File: src/rtl/ex_muldiv_unit_if.sv
// Handshake bundle between ID/EX, the EX-stage mul/div unit and EX/MEM.
// The master side drives the op; the slave side is the mul/div unit.
interface ex_muldiv_unit_if #(
    parameter int XLEN = 32
);
    logic            start;
    logic [2:0]      funct;
    logic [XLEN-1:0] rs1_data;
    logic [XLEN-1:0] rs2_data;
    logic [4:0]      in_rd_address;
    logic            flush;
    logic            stall;
    logic            done;
    logic [XLEN-1:0] result;
    logic [4:0]      rd_address;

    modport master (
        output start, funct, rs1_data, rs2_data,
        output in_rd_address, flush,
        input  stall, done, result, rd_address
    );

    modport slave (
        input  start, funct, rs1_data, rs2_data,
        input  in_rd_address, flush,
        output stall, done, result, rd_address
    );
endinterface

File: src/rtl/ex_muldiv_unit.sv
// Iterative RV32M multiply (shift-add) / divide (restoring) for the EX stage.
// Define MULDIV_FAST_MUL_EN for a single-cycle combinational multiplier.
module ex_muldiv_unit #(
    parameter int XLEN = 32
) (
    input  logic               clk,
    input  logic               reset,
    ex_muldiv_unit_if.slave    bus
);
    localparam int CW = $clog2(XLEN);

    typedef enum logic [1:0] {IDLE, CALC, FINISH} state_e;

    state_e            state_q, state_d;
    logic [2:0]        funct_q, funct_d;
    logic [4:0]        rd_q, rd_d;
    logic [XLEN-1:0]   opa_q, opa_d;
    logic [XLEN-1:0]   opb_q, opb_d;
    logic [2*XLEN-1:0] acc_q, acc_d;
    logic              neg_q, neg_d;
    logic              negr_q, negr_d;
    logic [CW-1:0]     cnt_q, cnt_d;
    logic [XLEN-1:0]   res_q, res_d;
    logic              done_q, done_d;
    logic              stall_c;

    logic              is_div, s1, s2, sg1, sg2;
    logic [XLEN-1:0]   mag1, mag2, spec_res;
    logic              div0, ovf;

    logic [XLEN:0]     mul_sum;
    logic [2*XLEN-1:0] mul_acc, prod;
    logic [XLEN-1:0]   mul_res;
    logic [XLEN:0]     div_sh, div_diff, div_rem;
    logic              div_qb;
    logic [XLEN-1:0]   div_quo, quo, rem, div_res;

`ifdef MULDIV_FAST_MUL_EN
    logic signed [XLEN:0]     fa, fb;
    logic signed [2*XLEN+1:0] fp;
    logic [XLEN-1:0]          fast_res;
`endif

    // Operand decode at accept
    always_comb begin
        is_div = bus.funct[2];
        s1 = (bus.funct == 3'b001) || (bus.funct == 3'b010) ||
             (bus.funct == 3'b100) || (bus.funct == 3'b110);
        s2 = (bus.funct == 3'b001) || (bus.funct == 3'b100) ||
             (bus.funct == 3'b110);
        sg1 = s1 && bus.rs1_data[XLEN-1];
        sg2 = s2 && bus.rs2_data[XLEN-1];
        mag1 = sg1 ? -bus.rs1_data : bus.rs1_data;
        mag2 = sg2 ? -bus.rs2_data : bus.rs2_data;
        div0 = is_div && (bus.rs2_data == '0);
        ovf = is_div && !bus.funct[0] &&
              (bus.rs1_data == {1'b1, {(XLEN-1){1'b0}}}) &&
              (bus.rs2_data == '1);
        if (div0)
            spec_res = bus.funct[1] ? bus.rs1_data : '1;
        else
            spec_res = bus.funct[1] ? '0 : {1'b1, {(XLEN-1){1'b0}}};
    end

`ifdef MULDIV_FAST_MUL_EN
    always_comb begin
        fa = {sg1, bus.rs1_data};
        fb = {sg2, bus.rs2_data};
        fp = (2*XLEN+2)'(fa) * (2*XLEN+2)'(fb);
        if (bus.funct[1:0] == 2'b00)
            fast_res = fp[XLEN-1:0];
        else
            fast_res = fp[2*XLEN-1:XLEN];
    end
`endif

    // One datapath step plus the signed fix-up of its outcome
    always_comb begin
        mul_sum = {1'b0, acc_q[2*XLEN-1:XLEN]} +
                  (acc_q[0] ? {1'b0, opa_q} : '0);
        mul_acc = {mul_sum, acc_q[XLEN-1:1]};
        prod = neg_q ? -mul_acc : mul_acc;
        if (funct_q[1:0] == 2'b00)
            mul_res = prod[XLEN-1:0];
        else
            mul_res = prod[2*XLEN-1:XLEN];

        div_sh = {acc_q[XLEN-1:0], opa_q[XLEN-1]};
        div_diff = div_sh - {1'b0, opb_q};
        div_qb = ~div_diff[XLEN];
        div_rem = div_qb ? div_diff : div_sh;
        div_quo = {opa_q[XLEN-2:0], div_qb};
        quo = neg_q ? -div_quo : div_quo;
        rem = negr_q ? -div_rem[XLEN-1:0] : div_rem[XLEN-1:0];
        div_res = funct_q[1] ? rem : quo;
    end

    always_comb begin
        state_d = state_q;
        funct_d = funct_q;
        rd_d    = rd_q;
        opa_d   = opa_q;
        opb_d   = opb_q;
        acc_d   = acc_q;
        neg_d   = neg_q;
        negr_d  = negr_q;
        cnt_d   = cnt_q;
        res_d   = res_q;
        done_d  = 1'b0;
        stall_c = 1'b0;
        unique case (state_q)
            IDLE: begin
                if (bus.start && !bus.flush) begin
                    stall_c = 1'b1;
                    funct_d = bus.funct;
                    rd_d    = bus.in_rd_address;
                    opa_d   = mag1;
                    opb_d   = mag2;
                    neg_d   = sg1 ^ sg2;
                    negr_d  = sg1;
                    cnt_d   = '1;
                    acc_d   = is_div ? '0 : {{XLEN{1'b0}}, mag2};
                    if (div0 || ovf) begin
                        res_d   = spec_res;
                        done_d  = 1'b1;
                        state_d = FINISH;
                    end
`ifdef MULDIV_FAST_MUL_EN
                    else if (!is_div) begin
                        res_d   = fast_res;
                        done_d  = 1'b1;
                        state_d = FINISH;
                    end
`endif
                    else begin
                        state_d = CALC;
                    end
                end
            end
            CALC: begin
                stall_c = 1'b1;
                if (bus.flush) begin
                    state_d = IDLE;
                end else begin
                    cnt_d = cnt_q - 1'b1;
                    if (funct_q[2]) begin
                        acc_d = {{(XLEN-1){1'b0}}, div_rem};
                        opa_d = div_quo;
                    end else begin
                        acc_d = mul_acc;
                    end
                    if (cnt_q == '0) begin
                        res_d   = funct_q[2] ? div_res : mul_res;
                        done_d  = 1'b1;
                        state_d = FINISH;
                    end
                end
            end
            FINISH: state_d = IDLE;
            default: state_d = IDLE;
        endcase
    end

    always_ff @(posedge clk or posedge reset) begin
        if (reset) begin
            state_q <= IDLE;
            funct_q <= '0;
            rd_q    <= '0;
            opa_q   <= '0;
            opb_q   <= '0;
            acc_q   <= '0;
            neg_q   <= 1'b0;
            negr_q  <= 1'b0;
            cnt_q   <= '0;
            res_q   <= '0;
            done_q  <= 1'b0;
        end else begin
            state_q <= state_d;
            funct_q <= funct_d;
            rd_q    <= rd_d;
            opa_q   <= opa_d;
            opb_q   <= opb_d;
            acc_q   <= acc_d;
            neg_q   <= neg_d;
            negr_q  <= negr_d;
            cnt_q   <= cnt_d;
            res_q   <= res_d;
            done_q  <= done_d;
        end
    end

    assign bus.stall      = !reset && stall_c;
    assign bus.done       = done_q;
    assign bus.result     = res_q;
    assign bus.rd_address = rd_q;
endmodule

File: src/flat_wrapper.sv
// flat-port wrapper written by rule: the top's interface ports become plain ports
module ex_muldiv_unit_flat 
#(
    parameter int XLEN = 32
)
  (clk, reset, bus_start, bus_funct, bus_rs1_data, bus_rs2_data, bus_in_rd_address, bus_flush, bus_stall, bus_done, bus_result, bus_rd_address);
  ex_muldiv_unit_if #(.XLEN(XLEN)) bus_i ();
  input  logic clk;
  input  logic reset;
  input wire logic [$bits(bus_i.start)-1:0] bus_start;
  input wire logic [$bits(bus_i.funct)-1:0] bus_funct;
  input wire logic [$bits(bus_i.rs1_data)-1:0] bus_rs1_data;
  input wire logic [$bits(bus_i.rs2_data)-1:0] bus_rs2_data;
  input wire logic [$bits(bus_i.in_rd_address)-1:0] bus_in_rd_address;
  input wire logic [$bits(bus_i.flush)-1:0] bus_flush;
  output wire logic [$bits(bus_i.stall)-1:0] bus_stall;
  output wire logic [$bits(bus_i.done)-1:0] bus_done;
  output wire logic [$bits(bus_i.result)-1:0] bus_result;
  output wire logic [$bits(bus_i.rd_address)-1:0] bus_rd_address;
  assign bus_i.start = bus_start;
  assign bus_i.funct = bus_funct;
  assign bus_i.rs1_data = bus_rs1_data;
  assign bus_i.rs2_data = bus_rs2_data;
  assign bus_i.in_rd_address = bus_in_rd_address;
  assign bus_i.flush = bus_flush;
  assign bus_stall = bus_i.stall;
  assign bus_done = bus_i.done;
  assign bus_result = bus_i.result;
  assign bus_rd_address = bus_i.rd_address;
  ex_muldiv_unit #(.XLEN(XLEN)) u_core (.clk(clk), .reset(reset), .bus(bus_i));
endmodule
File: config.mk
export PLATFORM = sky130hd
export DESIGN_NAME = ex_muldiv_unit_flat
export DESIGN_NICKNAME = d
export VERILOG_FILES = /design/src/rtl/ex_muldiv_unit_if.sv /design/src/rtl/ex_muldiv_unit.sv /design/src/flat_wrapper.sv
export SDC_FILE = /design/constraint.sdc
export NUM_CORES = 1
export LEC_CHECK = 0
export CAP_MARGIN = 20
export CORE_UTILIZATION = 60
export CTS_BUF_LIST = sky130_fd_sc_hd__clkbuf_4 sky130_fd_sc_hd__clkbuf_8
export CTS_CLUSTER_DIAMETER = 100
export DETAILED_ROUTE_END_ITERATION = 12
export HOLD_SLACK_MARGIN = 0.12
export PLACE_DENSITY = 0.84
export SYNTH_ARGS = -nofsm -noshare
export SYNTH_HDL_FRONTEND = slang
export SYNTH_SLANG_ARGS = --single-unit
File: constraint.sdc
create_clock -name clk -period 19.4 [get_ports clk]
set_clock_uncertainty 0.2 [all_clocks]
set_input_delay 1.94 -clock clk [delete_from_list [all_inputs] [get_ports clk]]
set_output_delay 1.94 -clock clk [all_outputs]
set_load 0.005 [all_outputs]
==> Yosys cells after proc, flatten, opt, wreduce, memory -nomap -nowiden <==
Index checks and enable logic that the tools add are counted.
{ "word_totals": {"regBits": 178, "latch_bits": 0, "mem_bits_rw": 0, "mem_bits_ro": 0, "word_cells": 103, "mem_count": 0} }
{ "op_classes": {"addsub": 8, "mul": 0, "div_mod_pow": 0, "order_cmp": 0, "n_eq_ne": 13, "shifts": 0, "mux": 42, "bitwise": 2, "reduce_logical": 27} }
{ "ops": {"columns": ["cell", "n"], "rows": [
  ["two-way mux 32 bit", 19],
  ["two-way mux 64 bit", 4],
  ["negation 32 bit", 4],
  ["case mux 32 bit (2 select lines)", 2],
  ["case mux 64 bit (2 select lines)", 1],
  ["== test 32 bit (second input constant)", 2],
  ["negation 64 bit", 1],
  ["adder 32 x 33 -> 33 bit", 1],
  ["two-way mux 33 bit", 1],
  ["subtractor 33 x 32 -> 33 bit", 1],
  ["zero test 32 bit", 1],
  ["two-way mux 5 bit", 2],
  ["case mux 5 bit (2 select lines)", 1],
  ["logical AND 1 bit", 8],
  ["two-way mux 2 bit", 4],
  ["!= test 2 x 1 -> 1 bit (second input constant)", 4],
  ["== test 3 bit (second input constant)", 2],
  ["logical OR 1 bit", 6],
  ["zero test 5 bit", 1],
  ["two-way mux 1 bit", 5],
  ["AND reduction 5 bit", 1],
  ["subtractor 5 x 1 -> 5 bit (second input constant)", 1],
  ["zero test 2 bit", 2],
  ["case mux 1 bit (2 select lines)", 2],
  ["other kinds (13)", 16]
]} }

==> Logic depth before layout (Yosys ltp) <==
{ "depth": {"word_depth": 9, "depth_mapped": 30, "mapped_depth_nobuf": 27} }

==> Worst setup path after synthesis <==
OpenSTA, ideal clock, no wires.
{ "synth_path": {"path_kind": "register to register", "start": "reg u_core.acc_q[18]", "end": "reg u_core.res_q[20], in the netlist u_core.bus.result[20]", "arrival_time_ns": 6.263, "t_required_ns": 19.064, "setup_slack_ns": 12.801, "stages_incl_launch_ff": 30, "synth_period_minus_slack_ns": 6.599, "path_cell_list": "dfrtp_1 ha_1 clkbuf_1 o21a_1 o211ai_1 a21oi_1 or4_1 o21ba_2 a2111o_1 o311ai_1 nor2_1 o21ai_0 nand2b_1 ha_1 inv_1 clkbuf_1 clkbuf_1 clkbuf_1 ha_1 nand2_1 or3_1 or3_1 or3_1 clkbuf_1 o31ai_1 xnor2_1 o21ai_0 a21oi_1 a211oi_1 a21oi_1"} }
{ "synth_between": {"elab_chain_len": 9, "word_cells_on_any_way": 15, "cone_classes": "add/sub (4); mux (10); bitwise (1)"} }
{ "synth_rtl": {"columns": ["element", "line_no", "text"], "rows": [
  ["from (decl)", "ex_muldiv_unit.sv:19", "logic [2*XLEN-1:0] acc_q, acc_d;"],
  ["from (signal assigned)", "ex_muldiv_unit.sv:171", "acc_q <= '0;"],
  ["from (signal assigned)", "ex_muldiv_unit.sv:183", "acc_q <= acc_d;"],
  ["subtractor 33 x 32 -> 33 bit", "ex_muldiv_unit.sv:89", "div_diff = div_sh - {1'b0, opb_q};"],
  ["two-way mux 33 bit / NOT 1 bit (equally long branches)", "ex_muldiv_unit.sv:91, ex_muldiv_unit.sv:90", null],
  ["negation 32 bit, on equally long branches", "ex_muldiv_unit.sv:94, ex_muldiv_unit.sv:93", null],
  ["two-way mux 32 bit, on equally long branches", "ex_muldiv_unit.sv:94, ex_muldiv_unit.sv:93", null],
  ["two-way mux 32 bit", "ex_muldiv_unit.sv:95", "div_res = funct_q[1] ? rem : quo;"],
  ["two-way mux 32 bit (*)", "ex_muldiv_unit.sv:153", "res_d = funct_q[2] ? div_res : mul_res;"],
  ["two-way mux 32 bit (*)", "ex_muldiv_unit.sv:152", "if (cnt_q == '0) begin"],
  ["two-way mux 32 bit (*)", "ex_muldiv_unit.sv:142", "if (bus.flush) begin"],
  ["case mux 32 bit (2 select lines) (*)", "ex_muldiv_unit.sv:111", "unique case (state_q)"],
  ["to (signal assigned)", "ex_muldiv_unit.sv:187", "res_q <= res_d;"],
  ["to (decl)", "ex_muldiv_unit.sv:23", "logic [XLEN-1:0] res_q, res_d;"]
]} }
Mark *: on every way between the ends. The rest lies on a longest branch, timed or not. The select of a mux whose other input is x is not followed.
A chain may end at the register's enable or synchronous reset.

==> Worst setup path in the final report <==
{ "layout_path": {"start": "reg u_core.acc_q[0]", "end": "reg u_core.res_q[29], in the netlist u_core.bus.result[29]"} }
{ "layout_between": {"elab_chain_len": 9, "word_cells_on_any_way": 17, "cone_classes": "add/sub (5); mux (11); bitwise (1)"} }
{ "layout_rtl": {"columns": ["element", "line_no", "text"], "rows": [
  ["two-way mux 32 bit / subtractor 33 x 32 -> 33 bit (equally long branches)", "ex_muldiv_unit.sv:80, ex_muldiv_unit.sv:89", null],
  ["adder 32 x 33 -> 33 bit (tied with other cells)", "ex_muldiv_unit.sv:79", "mul_sum = {1'b0, acc_q[2*XLEN-1:XLEN]} +"],
  ["negation 64 bit (tied with other cells)", "ex_muldiv_unit.sv:82", "prod = neg_q ? -mul_acc : mul_acc;"],
  ["two-way mux 64 bit (tied with other cells)", "ex_muldiv_unit.sv:82", null],
  ["two-way mux 32 bit, on equally long branches", "ex_muldiv_unit.sv:83, ex_muldiv_unit.sv:95", null],
  ["two-way mux 32 bit (*)", "ex_muldiv_unit.sv:153", null],
  ["two-way mux 32 bit (*)", "ex_muldiv_unit.sv:152", null],
  ["two-way mux 32 bit (*)", "ex_muldiv_unit.sv:142", null],
  ["case mux 32 bit (2 select lines) (*)", "ex_muldiv_unit.sv:111", null]
]} }
Marks and branches as above.

==> metrics.md <==
| Metric | Value |
|---|---|
| Crit-path max FO | 56 |
| Global route overflow | 0 |
| #FFs+latches synth | 178 |
| Post-Route WL | 66600 µm |
| Hold Crit Class | reg -> reg |
| Iter 0 DRT Violations | 2508 |
| Final Setup Violations | 0 |
| Initial antenna violation count | 0 |
| CP max stage delay | 0.73 ns |
| Largest net degree at the start of global routing | 84 |
| Clock-pin slew on the worst setup and hold paths | 0.11 ns |
| H-tree depth | 4 |
| Die height | 172 µm |
| Fin Setup TNS | 0 ns |
| Reg-to-reg critical path startpoint | u_core.acc_q[0]$_DFFE_PP0P_ |
| Syn Nets | 2457 |
| Crit. End Element | flip-flop |
| Skew-Pair Late Insertion Delay | 0.52 ns |
| Number of distinct library cells after synthesis | 96 |
| Total of max-cap violations | 0 |
| Vias in the first global route | 17200 |
| Synth top cells by count | nand2_1, o21ai_0, nor2_1 |
| Post-DP HPWL | 50700 µm |
| Worst EP required | 19.66 ns |
| CP endpoint | u_core.bus.result[29]$_DFFE_PP0P_ |
| Total track usage | 0.451 |
| FF-to-FF End | u_core.bus.result[29]$_DFFE_PP0P_ |
| Hold Vio Cnt, Final | 0 |
| Yosys warns | 0 |
| Leak | 0.00754 µW |
| Max Freq | 132 MHz |
| Input/output buffers | 114 |
| Sequential area share after synthesis | 0.256 |
| # Post-CTS Setup Buffers | 0 |
| Post-CTS Hold Buffers | 0 |
| Slew Limit Fails | 0 |
| Vias | 18900 |
| EDFF count, synth | 0 |
| Area Growth Syn to Fin | 9.73% |
| Pre-CTS WS | 12.07 ns |
| Power Dens Cells | 137 nW/µm² |
| Placed Cells | 2681 |
| Clk buf depth | 2 |
| Synth Flop Type | dfrtp_1 |
| CTS Buf Count | 17 |
| Slew margin rel. | 0.179 |
| WHS | 0.284 ns |
| Fillcell total | 2472 |
| Non-Filler Instances | 2714 |
| Mean Syn Cell Area | 7.54 µm² |
| Most frequent cell after synthesis | nand2_1 |
| Worst setup SP type | flip-flop |
| Minimum clock period | 7.55 ns |
| R2r setup slk | 11.85 ns |
| Worst path slowest cell | dfrtp_1 |
| Residual DRC | 0 |
| Final worst setup slack | 11.85 ns |
| Avg Vias per Cell | 6.96 |
| RSZ-0062 raised after global routing | no |
| Avg WL per Cell | 24.5 µm |
| Syn Inst Count | 2307 |
| Crit path buf inv count | 2 |
| Delay-heaviest family, CP | compound AO/OA/AOI/OAI gates |
| Die width | 172 µm |
| Worst r2r path cells | 24 |
| Num rows | 61 |
| Area leader, netlist | dfrtp_1 |
| Critical Path Start | u_core.acc_q[0]$_DFFE_PP0P_ |
| # clock sinks | 178 |
| Dominant cells by area after synthesis | dfrtp_1, o21ai_0, a21oi_1, xnor2_1, nand2_1 |
| Post-synth top area share | 0.256 |
| CTS tree | done |
| Fraction of registers with async set/reset | 1.00 |
| Post-route ant nets | 0 |
| Crit path depth | 24 |
| Crit-path cells | inv_1, fa_1, nor2b_1, o31a_1, o211a_1, o211a_1, o21ba_2, a2111o_1, o311ai_1, nor2_1, o21ai_0, nand2b_1, ha_2, buf_4, mux2i_1, nand3_1, a211oi_1, nand3_1, nor4_4, nand4_2, or2_1, or3_1, a21oi_1, o32a_1 |
| Final #Nets | 2472 |
| Initial Util | 0.618 |
| Post-CTS resize count | 0 |
| DRT Pass-1 Iters | 7 |
| Peak supply drop | 0.0988 mV |
| Post-synthesis cell area | 17400 µm² |
| Crit path DAT | 7.81 ns |
| Slew at the pin closest to its max-slew limit | 1.23 ns |
| Core footprint | 28200 µm² |
| First-pass GRT wire length | 100000 µm |
| Crit path kind | reg -> reg |
| Final GP Congestion | 1.07 |
| Final critical-path share of the clock period | 0.389 |
| Status | finished, final reports clean |
| IO Pins | 115 |
| Final Util | 0.678 |
| Layout cells sized above 1 | 0.0522 |
| Root Driver | clkbuf_8 |
| Die footprint | 29700 µm² |
## final cells by class
| cell class | count | area (µm²) | share of cell area |
|---|---|---|---|
| Antenna cell | 1 | 2.50 | 0.000131 |
| Inverter | 74 | 283 | 0.0148 |
| Multi-Input combinational cell | 1912 | 12100 | 0.636 |
| Tap cell | 378 | 473 | 0.0248 |
| Sequential cell | 178 | 4460 | 0.234 |
| Clock inverter | 14 | 151 | 0.00793 |
| Clock buffer | 18 | 248 | 0.0130 |
| Timing Repair Buffer | 139 | 1330 | 0.0696 |
## stage by stage
step | instance area [µm²] | total power (µW)
after floorplan | 17400 | 1770
after global placement | 18700 | 2230
after detailed placement | 18700 | 2260
after CTS | 19100 | 2540
after global routing | 19100 | 2750
final | 19100 | 2610
## worst min path at each step
stage | startpoint | endpoint | cells past startpoint | slack [ns]
floorplan | u_core.cnt_q[4]$_DFFE_PP0P_ | u_core.cnt_q[4]$_DFFE_PP0P_ | 1 | 0.24
global placement | u_core.bus.rd_address[1]$_DFFE_PP0P_ | u_core.bus.rd_address[1]$_DFFE_PP0P_ | 2 | 0.26
detailed placement | u_core.bus.rd_address[2]$_DFFE_PP0P_ | u_core.bus.rd_address[2]$_DFFE_PP0P_ | 2 | 0.26
CTS | u_core.cnt_q[4]$_DFFE_PP0P_ | u_core.cnt_q[4]$_DFFE_PP0P_ | 1 | 0.28
global route | u_core.cnt_q[4]$_DFFE_PP0P_ | u_core.cnt_q[4]$_DFFE_PP0P_ | 1 | 0.31
finish | u_core.cnt_q[4]$_DFFE_PP0P_ | u_core.cnt_q[4]$_DFFE_PP0P_ | 1 | 0.28
## power breakdown
part	internal [µW]	switching (µW)	total, µW
Clock	119	158	277
Sequential	451	160	611
Combinational	613	1110	1720
## cell usage in the layout (no fill, tap or decap), types with 21 or more instances in the layout
cell             instances
a211oi_1                21
a21o_1                  22
a21oi_1                208
a22o_1                  25
a31oi_1                 26
and2_1                  42
buf_4                   25
clkdlybuf4s50_1        114
dfrtp_1                176
ha_1                    71
inv_1                   71
nand2_1                262
nand3_1                 39
nand4_1                 28
nor2_1                 205
nor3_1                  50
nor4_1                  22
o211ai_1                30
o21a_1                  37
o21ai_0                249
o31ai_1                 43
or3_1                   35
xnor2_1                114
xor2_1                  83
## cells by family (layout without fill, tap and decap cells)
logic type                 Yosys count  in the layout  synth area share
DFF                                178            178             0.256
and+or+nand+nor                    798            798             0.222
AOI/OAI and AO/OA                  827            827             0.312
xor gates and xnor gates           197            197            0.0992
adders and majority gates           74             74            0.0541
buffers and inverters              217            245            0.0473
muxes                               16             16           0.00957
other                                0              1                 0
## registers in the layout, summed over array words and instances, names as in the netlist
register and count:
u_core.acc_q 64, u_core.bus.result 32, u_core.opa_q 32, u_core.opb_q 32, u_core.bus.rd_address 5, u_core.cnt_q 5
u_core.funct_q 3, u_core.state_q 2, u_core.bus.done 1, u_core.neg_q 1, u_core.negr_q 1
## per-layer routing
metal	part of all wire	GRT usage
met5	0	0
met4	0.076	0.294
met3	0.096	0.0783
met2	0.44	0.693
met1	0.39	0.583
## worst register-to-register path, delay by kind of cell (launching register included)
kind,cells,cell delay (ns)
mux,1,0.56
buf+inv,2,0.84
compound gates,10,2.56
simple gates,9,2.03
flops,1,0.73
fa+ha+maj,2,0.61
Power figures use the tool's default switching activity.
